--- src/rtl/universal_shift_pkg.sv ---
// Shared mode and FSM encodings for the
// universal shift register with sequencer.
package universal_shift_pkg;

    localparam logic [2:0] MODE_LOAD = 3'b000;
    localparam logic [2:0] MODE_SLL  = 3'b001;
    localparam logic [2:0] MODE_SRL  = 3'b010;
    localparam logic [2:0] MODE_SRA  = 3'b011;
    localparam logic [2:0] MODE_ROL  = 3'b100;
    localparam logic [2:0] MODE_ROR  = 3'b101;
    localparam logic [2:0] MODE_HOLD = 3'b110;

    typedef enum logic [1:0] {
        ST_IDLE = 2'd0,
        ST_RUN  = 2'd1,
        ST_DONE = 2'd2
    } state_t;

endpackage

--- src/rtl/universal_shift_step.sv ---
// One shift/rotate step; LOAD and HOLD leave q
// alone and report out_valid=0.
module universal_shift_step
    import universal_shift_pkg::*;
#(
    parameter int WIDTH = 8
) (
    input  logic [WIDTH-1:0] q,
    input  logic [2:0]       mode,
    input  logic             ser_in,
    output logic [WIDTH-1:0] next_q,
    output logic             next_ser_out,
    output logic             out_valid
);

    // Decode the mode into the shifted value and the bit that leaves
    always_comb begin
        next_q       = q;
        next_ser_out = 1'b0;
        out_valid    = 1'b0;
        case (mode)
            MODE_SLL: begin
                next_q       = {q[WIDTH-2:0], ser_in};
                next_ser_out = q[WIDTH-1];
                out_valid    = 1'b1;
            end
            MODE_SRL: begin
                next_q       = {ser_in, q[WIDTH-1:1]};
                next_ser_out = q[0];
                out_valid    = 1'b1;
            end
            MODE_SRA: begin
                next_q       = {q[WIDTH-1], q[WIDTH-1:1]};
                next_ser_out = q[0];
                out_valid    = 1'b1;
            end
            MODE_ROL: begin
                next_q       = {q[WIDTH-2:0], q[WIDTH-1]};
                next_ser_out = q[WIDTH-1];
                out_valid    = 1'b1;
            end
            MODE_ROR: begin
                next_q       = {q[0], q[WIDTH-1:1]};
                next_ser_out = q[0];
                out_valid    = 1'b1;
            end
            default: ;
        endcase
    end

endmodule

--- src/rtl/universal_shift_seq_reg.sv ---
// Universal shift register: single-step ops in IDLE,
// or a counted run of one op under a small FSM.
module universal_shift_seq_reg
    import universal_shift_pkg::*;
#(
    parameter int WIDTH = 8,
    parameter int CNT_W = $clog2(2*WIDTH)+1
) (
    input  logic             clk,
    input  logic             reset_n,
    input  logic [WIDTH-1:0] I,
    input  logic [2:0]       mode,
    input  logic             step,
    input  logic             start,
    input  logic [CNT_W-1:0] count,
    input  logic             ser_in,
    output logic [WIDTH-1:0] q,
    output logic             ser_out,
    output logic             busy,
    output logic             done
);

    state_t           state, state_n;
    logic [2:0]       op_r, op_n;
    logic [CNT_W-1:0] rem, rem_n;
    logic [WIDTH-1:0] q_n;
    logic             so_n;

    logic [2:0]       sel_mode;
    logic [WIDTH-1:0] sh_q;
    logic             sh_so;
    logic             sh_valid;

    // During a run the latched op drives the shifter, else the live mode
    assign sel_mode = (state == ST_RUN) ? op_r : mode;

    universal_shift_step #(
        .WIDTH(WIDTH)
    ) u_step (
        .q           (q),
        .mode        (sel_mode),
        .ser_in      (ser_in),
        .next_q      (sh_q),
        .next_ser_out(sh_so),
        .out_valid   (sh_valid)
    );

    assign busy = (state != ST_IDLE);
    assign done = (state == ST_DONE);

    // Next-state, sequence counter and datapath selection
    always_comb begin
        state_n = state;
        op_n    = op_r;
        rem_n   = rem;
        q_n     = q;
        so_n    = ser_out;
        unique case (state)
            ST_IDLE: begin
                if (start) begin
                    op_n  = mode;
                    rem_n = count;
                    if (count == '0) begin
                        state_n = ST_DONE;
                    end else if (mode == MODE_LOAD) begin
                        q_n     = I;
                        state_n = ST_DONE;
                    end else begin
                        state_n = ST_RUN;
                    end
                end else if (step) begin
                    if (mode == MODE_LOAD) begin
                        q_n = I;
                    end else if (sh_valid) begin
                        q_n  = sh_q;
                        so_n = sh_so;
                    end
                end
            end
            ST_RUN: begin
                if (sh_valid) begin
                    q_n  = sh_q;
                    so_n = sh_so;
                end
                rem_n = rem - CNT_W'(1);
                if (rem == CNT_W'(1)) begin
                    state_n = ST_DONE;
                end
            end
            ST_DONE: begin
                state_n = ST_IDLE;
            end
            default: begin
                state_n = ST_IDLE;
            end
        endcase
    end

    // State register with synchronous reset
    always_ff @(posedge clk) begin
        if (!reset_n) begin
            state <= ST_IDLE;
        end else begin
            state <= state_n;
        end
    end

    // Datapath and sequence registers
    always_ff @(posedge clk) begin
        if (!reset_n) begin
            q       <= '0;
            ser_out <= 1'b0;
            op_r    <= MODE_LOAD;
            rem     <= '0;
        end else begin
            q       <= q_n;
            ser_out <= so_n;
            op_r    <= op_n;
            rem     <= rem_n;
        end
    end

endmodule

--- config.mk ---
export PLATFORM = sky130hd
export DESIGN_NAME = universal_shift_seq_reg
export DESIGN_NICKNAME = d
export VERILOG_FILES = /design/src/rtl/universal_shift_pkg.sv /design/src/rtl/universal_shift_step.sv /design/src/rtl/universal_shift_seq_reg.sv
export SDC_FILE = /design/constraint.sdc
export NUM_CORES = 1
export LEC_CHECK = 0
export ABC_AREA = 1
export BUFFER_PORTS_ARGS = -buffer_cell sky130_fd_sc_hd__buf_2
export CAP_MARGIN = 20
export CORE_MARGIN = 2
export CORE_UTILIZATION = 37
export DETAILED_ROUTE_END_ITERATION = 8
export PLACE_DENSITY = 0.59
export SYNTH_ARGS = -nofsm -noshare
export SYNTH_HDL_FRONTEND = slang
export SYNTH_SLANG_ARGS = --single-unit
--- constraint.sdc ---
create_clock -name clk -period 1.6 [get_ports clk]
set_input_delay 0.48 -clock clk [delete_from_list [all_inputs] [get_ports clk]]
set_output_delay 0.48 -clock clk [all_outputs]
set_load 0.01 [all_outputs]
Yosys cells after proc, flatten, opt, wreduce, memory -nomap -nowiden --
Cells that the tools add are included.
Word-level totals: input bits 21, output and inout bits 11, bits in registers 19
Operators by class: muxes and demuxes 23, equality and inequality tests 16, reductions and logical operators 13, add/subtract/negate cells 1
Operators with widths (number):
- $mux 8 | 6
- $pmux 8 s5 | 1
- $pmux 8 s2 | 1
- $pmux 5 s2 | 1
- $ne 3x3->1 const B | 3
- $mux 2 | 4
- $ne 2x2->1 const B | 4
- $reduce_and 4->1 | 2
- $eq 3x2->1 const B | 2
- $eq 3x3->1 const B | 2
- $reduce_and 2->1 | 3
- $eq 5x1->1 const B | 1
- $logic_not 5->1 | 1
- $mux 1 | 5
- $mux 5 | 1
- $reduce_or 5->1 | 1
- $sub 5x1->5 const B | 1
- $pmux 1 s2 | 2
- $pmux 2 s2 | 1
- $reduce_bool 2->1 | 2
- $eq 3x1->1 const B | 1
- $logic_not 3->1 | 1
- $mux 3 | 1
- $reduce_or 3->1 | 1
- other kinds (5) | 5

Depth between registers and ports, before layout --
depth in word-level cells 10, mapped depth 12

Modules after synthesis --
A second synthesis with hierarchy kept.
Second synthesis, totals: cells, all modules 273, area, all modules 1570.3 um^2
By module, submodules not included:
- universal_shift_seq_reg | times used 1, area each 1253.7 um^2, sequential area each 380.4 um^2, cells each 209
- universal_shift_step | times used 1, area each 316.6 um^2, sequential area each 0.0 um^2, cells each 64

Least setup slack after synthesis --
No wires, ideal clock.
kind input to register, from input mode[0], to register q[0], data arrival time 1.424 ns, stages on the path 10, slack 0.108 ns, required time 1.532 ns, path through inv_1 > nand3_1 > inv_1 > a21oi_1 > or2_1 > buf_6 > buf_6 > nor2_1 > nand2_1 > a21oi_2
On the way: word-level cells in the longest chain between the ends 9
Ends and longest elaborated chain:
- start, declared | line universal_shift_seq_reg.sv:12 | input logic [2:0] mode,
- $mux 3 | line universal_shift_seq_reg.sv:35 | assign sel_mode = (state == ST_RUN) ? op_r : mode;
- $eq 3x1->1, or another cell as far along | line universal_shift_step.sv:21 | case (mode)
- $reduce_or 5->1 (no source line)
- $mux 1 | line universal_shift_step.sv:21
- $mux 8 | line universal_shift_seq_reg.sv:74, universal_shift_seq_reg.sv:81
- $mux 8 | line universal_shift_seq_reg.sv:72 | if (mode == MODE_LOAD) begin
- $mux 8 | line universal_shift_seq_reg.sv:71 | end else if (step) begin
- $mux 8 | line universal_shift_seq_reg.sv:60 | if (start) begin
- $pmux 8 s2 | line universal_shift_seq_reg.sv:58 | unique case (state)
- end signal, assigned | line universal_shift_seq_reg.sv:116 | q <= q_n;
- end, declared | line universal_shift_seq_reg.sv:17 | output logic [WIDTH-1:0] q,
Several ways; a longest one is shown, not always the timed one. The select of a mux whose other input is x is not followed. A chain may end at the register's enable or synchronous reset.

Final worst setup path --
from register state[1], to output busy
On the way: word-level cells in the longest chain between the ends 1
Ends and longest elaborated chain:
- start, declared | line universal_shift_seq_reg.sv:23 | state_t state, state_n;
- start signal, assigned | line universal_shift_seq_reg.sv:104 | state <= state_n;
- $reduce_bool 2->1 | line universal_shift_seq_reg.sv:48 | assign busy = (state != ST_IDLE);
- end, declared | line universal_shift_seq_reg.sv:19 | output logic busy,
Every way passes these cells.

==> impl_metrics.csv <==
group,metric,value,unit
timing,fin_ws,0.07568,ns
synthesis,async_flop_share,0,%
hold_path,min_from,"op_r[2]$_SDFFE_PN0P_",
detailed_routing,ant_nets,0,
global_routing,grt_max_degree,17,
synthesis,synth.top_cell.area_share,27.56,%
synthesis,syn_nets,250,
detailed_routing,vias,1568,
global_routing,grt_overflow_total,0,
die,num_io_pins,32,
synthesis,post-synth-top-count-cell,"nand2_1",
timing,period_share,95.27,%
clock_network,cts_buffers,3,
detailed_routing,wirelength,3.528,mm
die,dieArea,4235,sq um
worst_setup_path,start_kind,"flop",
die,num_rows,22,
timing,setup-violations-final,0,
layout,diodes,0,
synthesis,yosysSeqAreaShare,27.56,%
clock_network,hold_buffers,0,
pwr,irDropWorstVdd,352.0,uV
timing,maxSlewHeadroom,76.54,%
synthesis,synth.top_cells.by_count,"nand2_1, nor2_1, nand3_1",
hold_path,holdPathEnd,"op_r[2]$_SDFFE_PN0P_",
timing,tightest_slew,0.3515,ns
timing,slew_viol_final,0,
worst_setup_path,cpLargestDelayFamily,"flip-flops",
pwr,power_density,916.5,nW/um^2
placement,place.gp.congestion,0.8686,
worst_setup_path,cp.required,1.12,ns
worst_setup_path,path_cells,"buf_4 -> nor2_4 -> inv_1 -> buf_2",
worst_setup_path,rr_worst_depth,12,
synthesis,ys_top_cells_by_area,"dfxtp_1, nand2_1, nand3_1",
worst_setup_path,cp_max_fo,2,
clock_network,cts_tree,"yes",
synthesis,synth_cells,227,
run,maxCapViolCount,0,
layout,drive_gt1_share,26.62,%
synthesis,synth_area_leader_cell,"dfxtp_1",
synthesis,synthDistinctLibCells,29,
hold_path,hold_path_class,"reg2reg",
hold_path,whs_path_depth,2,
layout,regArea,381.6,sq um
worst_setup_path,r2r_end,"ser_out$_SDFFE_PN0P_",
detailed_routing,wire_per_inst,10.82,microns
timing,min_period,1.524,ns
worst_setup_path,cp_num_buf_inv,3,
detailed_routing,drtPass1Iterations,4,
clock_network,cts-root-buf,"clkbuf_8",
clock_network,clk_latency,0.26,ns
worst_setup_path,path_class,"reg2out",
clock_network,cts.sinks,19,
die,fp.dieW,65.08,microns
worst_setup_path,r2r-start,"state[1]$_SDFFE_PN0P_",
layout,fillers,413,
clock_network,cts_buffer_depth,2,
worst_setup_path,endpoint_kind,"output port",
timing,max_freq,656.0,MHz
global_routing,antenna_found_initial,0,
placement,dp_hpwl,2.627,mm
timing,fin_skew,0.001024,ns
worst_setup_path,critical_path.slowest_cell,"dfxtp_1",
die,core_area,3633,sq um
placement,place_area,1719,sq um
die,initial_core_util,37.98,%
detailed_routing,drt_iter0_markers,140,
synthesis,syn_avg_cell_area,6.080,sq um
clock_network,cts_max_level,1,
layout,area_delta_synth_final,29.46,%
synthesis,yosysWarnings,0,
pwr,p_leak,0.9333,nW
placement,io_buffers,31,
global_routing,gr-usage-all-layers,17.56,%
worst_setup_path,rrSetupSlack,0.11,ns
placement,pre_cts_slack,-0.1326,ns
timing,finalHoldViolations,0,
timing,rsz0062_at_grt,"true",
layout,design_area,1787,sq um
synthesis,synth-edff-count,0,
synthesis,synth_seq_cells,19,
worst_setup_path,worstPathArrival,1.04,ns
global_routing,grt_pass1_vias,1415,
detailed_routing,via_per_inst,4.810,
synthesis,syn_area,1380,sq um
layout,final_nets,302,
global_routing,grt_pass1_wl,6.009,mm
worst_setup_path,cp_slowest_stage_delay,0.34,ns
die,chipHeight,65.08,microns
outcome,status,"complete, no violations",
synthesis,dominantRegCellSynth,"dfxtp_1",
detailed_routing,drcViolationCount,0,
layout,multi_input_comb_area,869.6,sq um
clock_network,cts.reportedPaths.clkPinSlew,0.08,ns
[cells by family (layout without fill, tap and decap cells)]
kind of cell	Yosys count	count (layout)	share of synthesized area [%]
AOI/OAI and AO/OA	41	41	16.59
xor gates and xnor gates	3	3	1.904
adders and majority gates	2	2	1.813
buffers and inverters	30	81	10.34
DFF	19	19	27.56
and+or+nand+nor	132	132	41.80
[stage by stage]
step | hold slack, ns | TNS [ns] | util, % | power (mW) | cells
2_1_floorplan | 0.4315 | 0 | - | 1.050 | 227
3_3_place_gp | 0.4536 | -0.5823 | 47.31 | 1.277 | 321
3_5_place_dp | 0.4526 | -0.8399 | 47.31 | 1.276 | 321
4_1_cts | 0.4634 | 0 | 48.59 | 1.627 | 325
5_1_grt | 0.4891 | -0.1359 | 49.17 | 1.765 | 326
6_report | 0.4626 | 0 | 49.17 | 1.638 | 326
[worst register-to-register path, stage by stage, from the launching register on]
cell,delay [ns]
dfxtp_1,0.34
inv_4,0.11
nand2_4,0.11
nand2_1,0.09
nand2_2,0.09
nand2_1,0.09
nand2_2,0.12
nand2_1,0.09
nand2_1,0.06
a31oi_1,0.14
nand2_1,0.07
nand2_1,0.06
inv_1,0.03
[worst max path at each step]
stage / start / to / slack (ns) / depth (start not counted)
after floorplan: mode[0] / q[0]$_SDFFE_PN0P_ / 0.11 / 10
after global placement: mode[0] / q[2]$_SDFFE_PN0P_ / -0.1 / 9
after detailed placement: mode[2] / q[2]$_SDFFE_PN0P_ / -0.13 / 9
after CTS: state[0]$_SDFFE_PN0P_ / q[7]$_SDFFE_PN0P_ / 0.005 / 11
after global routing: state[1]$_SDFFE_PN0P_ / q[7]$_SDFFE_PN0P_ / -0.04 / 12
final: state[1]$_SDFFE_PN0P_ / busy / 0.08 / 4
[cell type report]
class,instances,share of cell area [%]
Clock buffer,3,2.311
Clock inverter,1,0.2801
Inverter,23,4.972
Multi-Input combinational cell,178,48.67
Sequential cell,19,21.36
Tap cell,48,3.361
Timing Repair Buffer,54,19.05
[flip-flops by register name, summed over array words and instances, names as in the netlist]
name / count
ser_out: 1
rem: 5
state: 2
q: 8
op_r: 3
[layout by cell type, fill, tap and decap left out, types with 2 or more instances in the layout]
cell and instances:
a21oi_2 2, buf_2 31, a211oi_1 2, nand2_1 58, nand4_1 2, buf_4 22, ha_1 2, clkbuf_8 3
nand2_2 7, a31oi_1 2, nand3_1 25, o21ai_0 7, xor2_1 3, o21ai_1 7, nor2_1 32, a21oi_1 18
nand2_4 3, dfxtp_1 18, inv_1 21
[power breakdown]
group	switching [mW]	total, mW	internal (mW)
combinational	0.390	0.686	0.295
sequential	0.0641	0.599	0.535
clock	0.179	0.353	0.174
total	0.634	1.64	1.00
[metal layers]
metal  vias to the layer above  track usage [%]  wire length [microns]
met4                         0            5.469                     59
met2                        28            29.51                   1593
met5                         -                0                      0
li1                        839                -                      -
met1                       695            23.14                   1755
met3                         6            2.604                    120
[repair_timing]
action	4_1_cts	5_1_grt
endpoints found under the setup margin	0	10
resized for setup	0	7
buffers inserted	0	1
No activity file was read; power rests on OpenSTA's default activity.
